`config.mk`:
```
export PLATFORM = sky130hd
export DESIGN_NAME = clock_set_ctrl
export DESIGN_NICKNAME = d
export VERILOG_FILES = /design/src/rtl/clock_set_ctrl.sv
export SDC_FILE = /design/constraint.sdc
export NUM_CORES = 1
export LEC_CHECK = 0
export ABC_CLOCK_PERIOD_IN_PS = 3000
export CORE_MARGIN = 2
export CORE_UTILIZATION = 45
export DETAILED_ROUTE_END_ITERATION = 10
export PLACE_DENSITY_LB_ADDON = 0.2
export SKIP_CTS_REPAIR_TIMING = 1
export SLEW_MARGIN = 5
export SYNTH_ARGS = -nofsm -noshare
export SYNTH_HDL_FRONTEND = slang
export SYNTH_SLANG_ARGS = --single-unit
```
`constraint.sdc`:
```
create_clock -name clk -period 3 [get_ports clk]
set_clock_uncertainty 0.05 [all_clocks]
set_input_delay 0.6 -clock clk [delete_from_list [all_inputs] [get_ports clk]]
set_output_delay 0.6 -clock clk [all_outputs]
set_load 0.02 [all_outputs]
```
`src/rtl/clock_set_ctrl.sv`:
```
// rtl/clock_set_ctrl.sv - front-panel key sequencer and alarm ring scheduler for the 24h clock
//
// Optional feature macro: CLK_SNOOZE_EN (adds snooze on key_adj while ringing).
//
// Ports:
//   clk, rst_n          system clock, asynchronous active-low reset
//   tick_1hz            one-clk strobe on the datapath's 1 Hz update edge
//   key_mode/adj/stop   debounced key levels, high = pressed
//   count, count_alarm  current time and alarm time, seconds since midnight
//   hour_change,
//   minute_change,
//   alarm_en            datapath adjust controls
//   setting             high in any state other than RUN
//   ring                alarm sounding
//   state               FSM state code for display blinking
module clock_set_ctrl #(
  parameter int IDLE_SEC   = 10,
  parameter int RING_SEC   = 60
`ifdef CLK_SNOOZE_EN
  ,
  parameter int SNOOZE_SEC = 300
`endif
) (
  input  logic        clk,
  input  logic        rst_n,
  input  logic        tick_1hz,
  input  logic        key_mode,
  input  logic        key_adj,
  input  logic        key_stop,
  input  logic [20:0] count,
  input  logic [20:0] count_alarm,
  output logic        hour_change,
  output logic        minute_change,
  output logic        alarm_en,
  output logic        setting,
  output logic        ring,
  output logic [2:0]  state
);

  typedef enum logic [2:0] {
    ST_RUN      = 3'd0,
    ST_SET_HOUR = 3'd1,
    ST_SET_MIN  = 3'd2,
    ST_AL_HOUR  = 3'd3,
    ST_AL_MIN   = 3'd4
  } state_t;

  localparam int IW = $clog2(IDLE_SEC + 1);
  localparam int RW = $clog2(RING_SEC + 1);

  state_t          r_state, w_next;
  logic            r_mode_q, r_adj_q, r_stop_q;
  logic            w_mode_e, w_adj_e, w_stop_e, w_idle_to, w_ring_start;
  logic [IW-1:0]   r_idle_cnt;
  logic [RW-1:0]   r_ring_cnt;
  logic            r_hc, r_mc, r_ae, r_setting, r_ring;
  logic            w_hc, w_mc, w_ae;

  // Edge registers reset to 1 so a key held through reset gives no edge.
  always_ff @(posedge clk or negedge rst_n) begin
    if (!rst_n) begin
      r_mode_q <= 1'b1;
      r_adj_q  <= 1'b1;
      r_stop_q <= 1'b1;
    end else begin
      r_mode_q <= key_mode;
      r_adj_q  <= key_adj;
      r_stop_q <= key_stop;
    end
  end

  assign w_mode_e  = key_mode & ~r_mode_q;
  assign w_adj_e   = key_adj  & ~r_adj_q;
  assign w_stop_e  = key_stop & ~r_stop_q;
  assign w_idle_to = tick_1hz && (r_idle_cnt == IW'(IDLE_SEC - 1));
  assign w_ring_start = (r_state == ST_RUN) && tick_1hz && (count == count_alarm) && !r_ring;

  // Next state: a mode edge always wins over the idle timeout.
  always_comb begin
    w_next = r_state;
    case (r_state)
      ST_RUN:      if (w_mode_e) w_next = ST_SET_HOUR;
      ST_SET_HOUR: if (w_mode_e) w_next = ST_SET_MIN;  else if (w_idle_to) w_next = ST_RUN;
      ST_SET_MIN:  if (w_mode_e) w_next = ST_AL_HOUR;  else if (w_idle_to) w_next = ST_RUN;
      ST_AL_HOUR:  if (w_mode_e) w_next = ST_AL_MIN;   else if (w_idle_to) w_next = ST_RUN;
      ST_AL_MIN:   if (w_mode_e) w_next = ST_RUN;      else if (w_idle_to) w_next = ST_RUN;
      default:     w_next = ST_RUN;
    endcase
  end

  // Datapath controls for the state being entered; 11 means hold.
  always_comb begin
    w_hc = 1'b1;
    w_mc = 1'b1;
    w_ae = 1'b0;
    case (w_next)
      ST_RUN:      begin w_hc = 1'b0; w_mc = 1'b0; end
      ST_SET_HOUR: w_mc = !key_adj;
      ST_SET_MIN:  w_hc = !key_adj;
      ST_AL_HOUR:  begin w_mc = !key_adj; w_ae = 1'b1; end
      ST_AL_MIN:   begin w_hc = !key_adj; w_ae = 1'b1; end
      default:     begin w_hc = 1'b0; w_mc = 1'b0; end
    endcase
  end

  always_ff @(posedge clk or negedge rst_n) begin
    if (!rst_n) begin
      r_state    <= ST_RUN;
      r_hc       <= 1'b0;
      r_mc       <= 1'b0;
      r_ae       <= 1'b0;
      r_setting  <= 1'b0;
      r_idle_cnt <= '0;
    end else begin
      r_state   <= w_next;
      r_hc      <= w_hc;
      r_mc      <= w_mc;
      r_ae      <= w_ae;
      r_setting <= (w_next != ST_RUN);
      if (w_mode_e || w_adj_e || w_stop_e || (w_next != r_state))
        r_idle_cnt <= '0;
      else if (tick_1hz && (r_state != ST_RUN))
        r_idle_cnt <= r_idle_cnt + IW'(1);
    end
  end

`ifdef CLK_SNOOZE_EN
  localparam int SW = $clog2(SNOOZE_SEC + 1);
  logic [SW-1:0] r_snz_cnt;
  logic          r_snz_act;
`endif

  // Ring control. Leaving RUN or a stop edge dominates, which also suppresses
  // a ring-start landing in the same clk.
  always_ff @(posedge clk or negedge rst_n) begin
    if (!rst_n) begin
      r_ring     <= 1'b0;
      r_ring_cnt <= '0;
`ifdef CLK_SNOOZE_EN
      r_snz_cnt  <= '0;
      r_snz_act  <= 1'b0;
`endif
    end else if ((w_next != ST_RUN) || w_stop_e) begin
      r_ring    <= 1'b0;
`ifdef CLK_SNOOZE_EN
      r_snz_act <= 1'b0;
`endif
    end else if (w_ring_start) begin
      r_ring     <= 1'b1;
      r_ring_cnt <= '0;
`ifdef CLK_SNOOZE_EN
    end else if (r_ring && w_adj_e) begin
      r_ring    <= 1'b0;
      r_snz_act <= 1'b1;
      r_snz_cnt <= SW'(SNOOZE_SEC);
    end else if (r_snz_act && tick_1hz) begin
      r_snz_cnt <= r_snz_cnt - SW'(1);
      if (r_snz_cnt == SW'(1)) begin
        r_ring     <= 1'b1;
        r_ring_cnt <= '0;
        r_snz_act  <= 1'b0;
      end
`endif
    end else if (r_ring && tick_1hz) begin
      r_ring_cnt <= r_ring_cnt + RW'(1);
      if (r_ring_cnt == RW'(RING_SEC - 1))
        r_ring <= 1'b0;
    end
  end

  assign hour_change   = r_hc;
  assign minute_change = r_mc;
  assign alarm_en      = r_ae;
  assign setting       = r_setting;
  assign ring          = r_ring;
  assign state         = r_state;

endmodule

```
==> results of run 1 <==
## path summary, 6_finish.rpt
path / startpoint / to / slack (ns) / depth (start not counted)
min in group asynchronous: rst_n / r_ring_cnt[0] / 0.56 / 2
max in group asynchronous: rst_n / r_stop_q / 2.07 / 2
hold / removal: r_idle_cnt[1] / r_idle_cnt[1] / 0.54 / 2
hold reg to reg: r_idle_cnt[1] / r_idle_cnt[1] / 0.54 / 2
setup / recovery: key_mode / r_ring_cnt[2] / 0.50 / 6
setup reg to reg: r_idle_cnt[1] / r_ring_cnt[4] / 0.73 / 7
## cell usage after synthesis (all sizes together) (4+ instances only)
| master | count | area (um2) |
|---|---|---|
| dfrtp | 18 | 450 |
| xor2 | 14 | 123 |
| xnor2 | 10 | 87.6 |
| nand2 | 9 | 33.8 |
| nor2 | 9 | 33.8 |
| a21oi | 7 | 38.8 |
| nand3 | 7 | 35.0 |
| o21ai | 7 | 35.0 |
| nand4 | 5 | 31.3 |
| inv | 4 | 15.0 |
| nor4 | 4 | 40.0 |
| o31ai | 4 | 30.0 |
## layout make-up
cell class / count / area, um2
Clock buffer: 3 / 22.5
Clock inverter: 1 / 7.51
Fill cell: 224 / 825
Inverter: 4 / 15.0
Multi-Input combinational cell: 103 / 731
Sequential cell: 21 / 529
Tap cell: 31 / 38.8
Timing Repair Buffer: 57 / 566
## logic make-up (layout without fill, tap and decap cells)
family / count (synthesis) / count (layout) / share of synthesized area, %
buf+inv: 6 / 65 / 2.04
xor+xnor: 24 / 24 / 16.3
flops: 21 / 21 / 41.1
fa+ha+maj: 3 / 3 / 2.92
compound gates: 26 / 26 / 13.5
simple gates: 50 / 50 / 24.0
## per-stage QoR
| step | cell area [um2] | setup slack, ns | power, uW |
|---|---|---|---|
| 2_1_floorplan | 1290 | 1.01 | 594 |
| 3_3_place_gp | 1880 | 0.362 | 774 |
| 3_5_place_dp | 1880 | 0.177 | 786 |
| 4_1_cts | 1910 | 0.523 | 931 |
| 5_1_grt | 1910 | 0.284 | 979 |
| 6_report | 1910 | 0.501 | 921 |
## sequential cells by signal, indices dropped and copies added (netlist names)
register and count:
alarm_en 1, hour_change 1, minute_change 1, r_adj_q 1, r_idle_cnt 4, r_mode_q 1, r_ring_cnt 6, r_stop_q 1
ring 1, setting 1, state 3
## layer usage
layer	part of all wire (%)	up-vias	routed length [um]	track usage (%)
met3	4.9	2	162	5.44
met5	0	-	0	0
met4	0.18	0	6	3.65
li1	-	590	-	-
met2	55	32	1810	39.8
met1	39	551	1290	24.6
## tightest hold or removal path: cells and delay by family, from the launching register on
family	cells	cell delay, ns
AND/OR/NAND/NOR	1	0.08
AO/OA/AOI/OAI	1	0.08
flip-flops	1	0.41
## power by group through the flow
stage / logic [uW] / registers [uW] / clock network [uW]
after detailed placement: 408 / 379 / 0
final: 405 / 374 / 142
after global placement: 399 / 375 / 0
after floorplan: 171 / 424 / 0
after global routing: 437 / 381 / 161
after CTS: 409 / 374 / 148
==> flow_summary.json, run 1 <==
{
  "critPathTopFamily": "compound AO/OA/AOI/OAI gates",
  "placed_cells": 216,
  "fmax_mhz": 400,
  "drive_above_1_share_pct": 8.47,
  "grt_pass1_wl_um": 5400,
  "path_clk_slew_ns": 0.12,
  "status": "finished, final reports clean",
  "slowest_stage": "o211ai_1",
  "p_sw_share_pct": 35.9,
  "num_rows": 19,
  "worstMarginPinSlew_ns": 0.896,
  "criticalPathCategory": "in2reg",
  "antenna_left": 0,
  "max_stage_delay_ns": 0.72,
  "mostFrequentLayoutCells": "55 x clkdlybuf4s50_1, 18 x dfrtp_1, 14 x xor2_1",
  "avgViaCountPerCell": 5.34,
  "htreeDepth": 1,
  "clkPwrFrac_pct": 15.4,
  "die_height_um": 57.5,
  "grtUsageTotal_pct": 21.3,
  "drtIter0Drc": 36,
  "synth_fp_nets": 181,
  "cp_cell_sequence": "clkdlybuf4s50_1, nor2b_1, a21oi_2, o211ai_1, and4bb_2, o21ai_0",
  "final_cells": 220,
  "post-route-util_pct": 69.8,
  "nets": 241,
  "cts_tree": "built",
  "setup_violations": 0,
  "yosysUniqueCellTypes": 38,
  "end_kind": "flop",
  "slew_headroom_pct": 40.0,
  "powerDensity_nw_per_um2": 482,
  "core_um2": 2730,
  "first_global_vias": 1158,
  "p_sw_uw": 330,
  "final_max_slew_viol_count": 0,
  "fin_tns_setup_ns": 0,
  "cts_buffers": 3,
  "power_frac_comb_pct": 43.9,
  "dieArea_um2": 3300,
  "min_period_over_period_pct": 83.3,
  "syn_area_um2": 1290,
  "post_drt_wl_per_cell_um": 14.9,
  "ys_ff_latch": 21,
  "cp_num_buf_inv": 1,
  "syn_to_final_growth_pct": 48.4,
  "synth_edf_count": 0,
  "grt-ovfl-total": 0,
  "p_int_uw": 590,
  "cp.arrival_ns": 2.68,
  "start_kind": "input pin",
  "hold_path.class": "reg2reg",
  "async_flop_share_pct": 100,
  "gp_congestion": 0.776,
  "synth_ff_type": "dfrtp_1",
  "hold_viol": 0,
  "start_util_pct": 47.0,
  "insertion_delay_ns": 0.31,
  "whs_ns": 0.542,
  "diodes": 0,
  "vias": 1175,
  "antenna_found_initial": 0,
  "postRouteWirelength_um": 3280,
  "synthCells": 130,
  "critPathMaxFanout": 14,
  "dieWidth_um": 57.5,
  "cts_sinks": 21,
  "peakVddDrop_uv": 661,
  "grt_start_max_net_pins": 22,
  "seqPwrFrac_pct": 40.6,
  "synth_seq_area_share_pct": 41.1,
  "cap_violations": 0,
  "p_leak_uw": 0.000774,
  "dp_hpwl_um": 2660,
  "synth_area_per_cell_um2": 9.89,
  "cts_buffer_depth": 2,
  "portBuffers": 55,
  "drc_errors": 0,
  "dr.pass1.iters": 4,
  "required_ns": 3.18,
  "ios": 56,
  "cts-root-buf": "clkbuf_4",
  "yosys_warnings": 0,
  "final_common_cell": "clkdlybuf4s50_1",
  "period_minus_slack_ns": 2.50,
  "rsz0062_at_grt": "false"
}
Power figures use the tool's default switching activity.
==> run 2: changes to the inputs <==
ABC_CLOCK_PERIOD_IN_PS = 2000   (was 3000)
CORE_UTILIZATION = 38   (was 45)
clock period = 2 ns   (was 3 ns; I/O delays follow)
==> run 2 against run 1 <==
Non-clock buffer count is 20 higher. Power is 66% higher. Combinational power is 92% higher. Routed wire length is 8.8% higher. First-iteration DRC count is 39% higher. Sequential power is 46% higher. Hold slack worse by 0.17 ns. Die area is 17% higher. Critical endpoint is now state[0]. Largest cell class unchanged.
==> flow_summary.json, run 2 (synthesis results as in run 1) <==
{
  "setup_violations": 0,
  "final_common_cell": "clkdlybuf4s50_1",
  "critPathTopFamily": "buffers and inverters",
  "num_rows": 21,
  "grt_start_max_net_pins": 22,
  "pre_cts_slack_ns": -0.316,
  "avgViaCountPerCell": 5.02,
  "gp_congestion": 0.840,
  "placed_cells": 249,
  "dieWidth_um": 62.2,
  "hold_viol": 0,
  "hold_path.class": "in2async",
  "fin_ws_ns": 0.0949,
  "n_fill_cell": 254,
  "wirelength_met1_um": 1400,
  "grt-ovfl-total": 0,
  "drive_above_1_share_pct": 23.9,
  "syn_to_final_growth_pct": 66.9,
  "antenna_left": 0,
  "dr.pass1.iters": 6,
  "post_drt_wl_per_cell_um": 14.0,
  "portBuffers": 55,
  "peakVddDrop_uv": 628,
  "first_global_vias": 1336,
  "rsz0062_at_grt": "true",
  "antenna_found_initial": 0,
  "drtIter0Drc": 50,
  "drc_errors": 0,
  "postRouteWirelength_um": 3560,
  "slew_headroom_pct": 72.4,
  "cts_buffers": 3,
  "nets": 261,
  "path_clk_slew_ns": 0.12,
  "period_minus_slack_ns": 1.91,
  "start_kind": "flop",
  "cp_num_buf_inv": 2,
  "required_ns": 1.55,
  "cp.arrival_ns": 1.46,
  "insertion_delay_ns": 0.30,
  "critPathMaxFanout": 5,
  "final_cells": 255,
  "max_stage_delay_ns": 0.60,
  "fmax_mhz": 525,
  "cts_buffer_depth": 2,
  "core_um2": 3280,
  "dr_wl_met2_um": 2020,
  "final_max_slew_viol_count": 0,
  "status": "finished, final reports clean",
  "cts_tree": "built",
  "cap_violations": 0,
  "met3_wirelength_um": 129,
  "top_layer": "met4",
  "cts_sinks": 21,
  "dieArea_um2": 3870,
  "dp_hpwl_um": 2820,
  "cts-root-buf": "clkbuf_4",
  "powerDensity_nw_per_um2": 712,
  "grtUsageTotal_pct": 18.7,
  "vias": 1281,
  "die_height_um": 62.2,
  "end_kind": "primary output",
  "p_leak_uw": 0.000890,
  "slowest_stage": "clkdlybuf4s50_1",
  "htreeDepth": 1,
  "min_period_over_period_pct": 95.3,
  "start_util_pct": 39.2,
  "top_register": "r_ring_cnt",
  "ios": 56,
  "worstMarginPinSlew_ns": 0.414,
  "total_power_uw": 1530,
  "criticalPathCategory": "reg2out",
  "diodes": 0,
  "largest_register_ffs": 6,
  "whs_ns": 0.376,
  "grt_pass1_wl_um": 5870,
  "cp_cell_sequence": "buf_4, clkdlybuf4s50_1",
  "mostFrequentLayoutCells": "54 x clkdlybuf4s50_1, 21 x buf_4, 17 x dfrtp_1"
}
run 2: changes by cell type in the layout (fill, tap and decap cells not counted), moves of 2 or more:
cell	previous run	this run
o31ai_2	0	2
nor4_1	3	1
o31ai_1	4	2
a21oi_2	1	4
a21oi_1	6	3
or4_1	3	0
nor4_2	0	2
or4_4	0	3
buf_4	2	21
run 2: worst paths after layout:
kind	slack (ns)	start	depth (start not counted)	to
max	0.09	state[0]	2	state[0]
min	0.38	rst_n	2	r_ring_cnt[1]
max reg2reg	0.13	r_idle_cnt[1]	8	r_ring_cnt[3]
min reg2reg	0.54	r_ring_cnt[5]	2	r_ring_cnt[5]
max in group asynchronous	1.24	rst_n	2	r_mode_q
min in group clk	0.46	key_stop	1	r_stop_q
run 2: power breakdown:
group	switching, uW	internal (uW)	leakage (uW)
logic	352	426	0.000603
clock network	131	74.6	0.0000177
registers	45.2	500	0.000269
total	528	1000	0.000890
run 2: metal layers:
metal / global-route usage [%] / vias to the layer above
met3: 2.54 / 2
met1: 21.2 / 614
met2: 36.7 / 33
li1: - / 632
met4: 4.44 / 0
met5: 0 / -
run 2: final cells by class:
class | count | area [um2] | share of cell area [%]
multi-input cells | 103 | 795 | 37.0
repair buffers | 77 | 722 | 33.6
flip-flops and latches | 21 | 531 | 24.7
well taps | 46 | 57.6 | 2.68
clock buffers | 3 | 22.5 | 1.05
inverters | 4 | 15.0 | 0.699
clock inverters | 1 | 5.00 | 0.233
run 2: worst reg2reg max path: cells and delay by family, from the launching register on:
kind / cells / cell delay [ns]
flops: 1 / 0.40
compound gates: 3 / 0.42
buf+inv: 2 / 0.24
fa+ha+maj: 1 / 0.13
simple gates: 2 / 0.60
run 2: metrics by stage:
stage	cell area [um2]	util, %	setup TNS (ns)
floorplan	1290	-	0
global placement	2030	61.9	-1.01
detailed placement	2030	61.9	-1.37
CTS	2060	62.7	0
global route	2150	65.4	0
finish	2150	65.4	0
==> variant 1, RTL diff (settings of run 2) <==
Compare `r_ring_cnt` against `RW'(RING_SEC - 1)` with >= in place of ==.
--- a/src/rtl/clock_set_ctrl.sv
+++ b/src/rtl/clock_set_ctrl.sv
@@ -163,7 +163,7 @@
 `endif
     end else if (r_ring && tick_1hz) begin
       r_ring_cnt <= r_ring_cnt + RW'(1);
-      if (r_ring_cnt == RW'(RING_SEC - 1))
+      if (r_ring_cnt >= RW'(RING_SEC - 1))
         r_ring <= 1'b0;
     end
   end
Formal check against the unedited RTL: no difference found for any inputs over 10 cycles, from zero or initial values and one cycle with rst_n low; that may be too few to reach the edited logic, so the function may still have changed.
==> variant 1 against run 2 <==
The flow now finishes with violations (negative setup slack). Sequential share of layout area increased by 1.2 points. Sequential cell count unchanged. Count of clock-buffer cells in the layout increased by 1. Sequential power about the same. Critical path depth grew 6. Register-to-register slack worse by 0.14 ns. Worst setup slack got worse by 0.11 ns. Global-route usage up 1.1 points. Power shrank 6.9%. Area after synthesis fell by 4.5%. Clock power down 3%. Cell area is 4.9% lower. Routed wire length fell by 7.2%. Hold slack gained 0.021 ns. Highest routed layer unchanged.
==> variant 1: results (changes against run 2) <==
status finished, violations left; failing checks negative setup slack; via count 1215 (-5.2%); pre-CTS setup slack -0.384 ns (-0.0685 ns); Compound-Gate Fraction of Synth Area 11.9% (-1.6 points); adder-cell share of the synthesized area 3.87% (+0.95 points); family with the most delay on the worst path simple AND/OR/NAND/NOR gates; r2r endpoint r_ring_cnt[4]; FF-to-FF setup slack -0.01 ns (-0.14 ns); delay of the slowest cell on the worst path 0.40 ns (-0.20 ns); DRT Pass-1 Iters 4 (-2); Peak VDD IR 683 uV (+8.8%); Cell Count, Final, Fillers Out 246 (-3.5%); DP Wirelength 2690 um (-4.7%); Syn Nets 178 (-1.7%); number of setup violations in the final report 2 (+2); layout cells sized above 1 18.3% (-5.6 points); FILL cells 268 (+5.5%); Crit path arrival time 2.20 ns (+0.74 ns); gr usage total 19.8% (+1.1 points); synth unique cells 31 (-18%); Worst Max-Slew Pin Slew 0.365 ns (-0.0497 ns); PnR worst setup slack -0.0127 ns (-0.108 ns); vias in the first global route 1252 (-6.3%); DRT iter0 DRCs 51 (+2.0%); Seq/Total Area, Yosys 43.1% (+1.9 points); leak pwr 0.876 nW (-1.5%); synth cell count leaders dfrtp_1 (18), xor2_1 (17), a21oi_1 (9), nand2_1 (8), nor2_1 (8); Mapped Cells 127 (-2.3%); placed cell count 239 (-4.0%); Final nets 254 (-2.7%); DRT Wirelength 3310 um (-7.2%); WHS 0.397 ns (+0.0209 ns); first-pass GRT wire length 5400 um (-7.9%)
==> variant 1: worst max-delay path by stage <==
stage          cells past startpoint            end
2_1_floorplan                      8  r_ring_cnt[4]
3_3_place_gp                       7  r_ring_cnt[3]
3_5_place_dp                       7  r_ring_cnt[4]
4_1_cts                            8  r_ring_cnt[4]
5_1_grt                            8  r_ring_cnt[2]
6_report                           8  r_ring_cnt[4]
==> variant 1: cells by family (layout without fill, tap and decap cells) <==
logic type,Yosys count,in the layout
flip-flops,21,21
AND/OR/NAND/NOR,48,48
XOR/XNOR,23,23
buffers and inverters,7,82
AO/OA/AOI/OAI,24,24
adder cells (fa/ha/maj),4,4
==> variant 1: stage by stage <==
| stage | cell area [sq um] | TNS, ns |
|---|---|---|
| global route | 2040 | -0.520 |
| detailed placement | 1930 | -2.19 |
| finish | 2040 | -0.0192 |
| CTS | 1960 | -0.209 |
| global placement | 1930 | -1.87 |
| floorplan | 1230 | 0 |
==> variant 1: per-layer routing <==
| metal | part of all wire [%] | global-route usage, % | routed length, um | vias to the layer above |
|---|---|---|---|---|
| li1 | - | - | - | 605 |
| met1 | 37 | 20.7 | 1220 | 577 |
| met2 | 58 | 37.6 | 1930 | 25 |
| met3 | 2.9 | 5.97 | 97 | 8 |
| met4 | 1.6 | 5.90 | 54 | 0 |
| met5 | 0 | 0 | 0 | - |
==> variant 1: final cells by class <==
cell class	instances	area (sq um)	area share (%)
Inverter	6	22.5	1.10
Tap cell	44	55.1	2.70
Sequential cell	21	529	25.9
Multi-Input combinational cell	99	721	35.3
Clock buffer	4	26.3	1.29
Timing Repair Buffer	72	688	33.7
==> variant 1: report_power, final <==
group,internal (mW),switching (mW)
combinational,0.369,0.309
sequential,0.499,0.0470
clock,0.0776,0.121
==> variant 2, RTL diff (config.mk and constraints of run 2) <==
Made on the original files. Set the parameter `RING_SEC` to 90 (it was 60).
--- a/src/rtl/clock_set_ctrl.sv
+++ b/src/rtl/clock_set_ctrl.sv
@@ -15,7 +15,7 @@
 //   state               FSM state code for display blinking
 module clock_set_ctrl #(
   parameter int IDLE_SEC   = 10,
-  parameter int RING_SEC   = 60
+  parameter int RING_SEC   = 90
 `ifdef CLK_SNOOZE_EN
   ,
   parameter int SNOOZE_SEC = 300
Formal check against the unedited RTL: same outputs for any inputs over 10 cycles, from zero or initial values and one cycle with rst_n low; that may be too few to reach the edited logic, so the function may still have changed.
==> variant 2 against run 2 <==
Cell area grew 6.4%. Critical path depth is the same. Area after synthesis grew 17%. Combinational power grew 5.3%. Non-clock buffer count shrank 5. Sequential cell count grew 1. Largest power group unchanged. Worst setup slack lost 0.018 ns. Count of clock-buffer cells in the layout grew 1. Critical path type unchanged. Routed wire length grew 8.4%. Power grew 11%.
==> variant 2: results (changes against run 2) <==
Sw Ratio 34.4% (-0.16 points); Setup crit start state[2]; layout cells sized above 1 16.0% (-7.9 points); leak pwr 0.926 nW (+4.1%); gpl congestion 0.840 (about the same); M1 WL 1630 um (+16%); Final nets 284 (+8.8%); Logic pwr share 48.1% (-2.8 points); multi-input combinational area share 40.3% (+3.3 points); vias in the first global route 1515 (+13%); first-pass GRT wire length 6530 um (+11%); clock buffers 4 (+1); Signal buf overhead 29.7% (-3.9 points); r2r endpoint r_ring_cnt[4]; Compound-Gate Fraction of Synth Area 13.3% (-0.22 points); DRT Pass-1 Iters 4 (-2); adder-cell share of the synthesized area 3.99% (+1.1 points); CP endpoint state[2]; DP Wirelength 3220 um (+14%); FILL cells 346 (+36%); mux share of post-synthesis cell area 1.41% (+1.4 points); Non-CTS buffers 72 (-6.5%); clk_lat worst skew 0.26 ns (-0.04 ns); Seq/Total Area, Yosys 36.8% (-4.3 points); met2 usage 33.5% (-3.2 points); synth cell count leaders xor2_1 (24), dfrtp_1 (19), nand2_1 (19), nor2_1 (13), nor4_1 (8); max reg flops 7 (+1); Reg clk slew, reported paths 0.08 ns (-0.04 ns); Comb. pwr 0.818 mW (+5.3%); clock sinks 22 (+4.8%); synth unique cells 42 (+11%); Slowest cell on crit path clkdlybuf4s50_1; via count 1418 (+11%); GR Util met1 22.2% (+1.0 points); post-synthesis xor/xnor area fraction 14.5% (-1.8 points); Sequential Area 556 sq um (+4.7%); comb_multi_in 129 (+25%); largest net degree at the start of global routing 23 (+4.5%); area fraction of clock buffers and clock inverters 2.41% (+1.1 points); wire length on met2 2010 um (-0.25%); status finished clean; cell depth of the worst flop-to-flop path 7 (-1); WHS 0.427 ns (+0.0511 ns); Sequential Power Share 33.2% (-2.5 points); Peak VDD IR 471 uV (-25%); met3 Use GR 5.07% (+2.5 points); DRT iter0 DRCs 45 (-10%); worst-path fanout max 7 (+2); gr usage total 19.3% (+0.59 points)
[variant 2: changes by cell type in the layout (fill, tap and decap cells not counted), moves of 4 or more]
cell / run 2 / this run
a21oi_2: 4 / 0
buf_4: 21 / 17
clkbuf_8: 0 / 4
nand2_1: 9 / 19
nor2_1: 9 / 13
nor4_1: 1 / 8
o211ai_1: 1 / 5
or3_1: 1 / 6
xnor2_1: 10 / 1
xor2_1: 14 / 24
[variant 2: per-stage QoR]
step | utilization [%] | cells | area, sq um | worst slack, ns
final | 61.0 | 279 | 2280 | 0.0766
after global routing | 61.0 | 279 | 2280 | 0.00480
after CTS | 60.7 | 279 | 2270 | 0.00247
after detailed placement | 59.2 | 275 | 2220 | -0.176
after global placement | 59.2 | 275 | 2220 | -0.101
after floorplan | - | 159 | 1510 | 0.253
[variant 2: kinds of logic (layout without fill, tap and decap cells)]
kind of cell,after synthesis,after routing
buf+inv,8,80
fa+ha+maj,5,5
compound gates,25,25
simple gates,72,72
xor+xnor,25,25
mux,2,2
flops,22,22
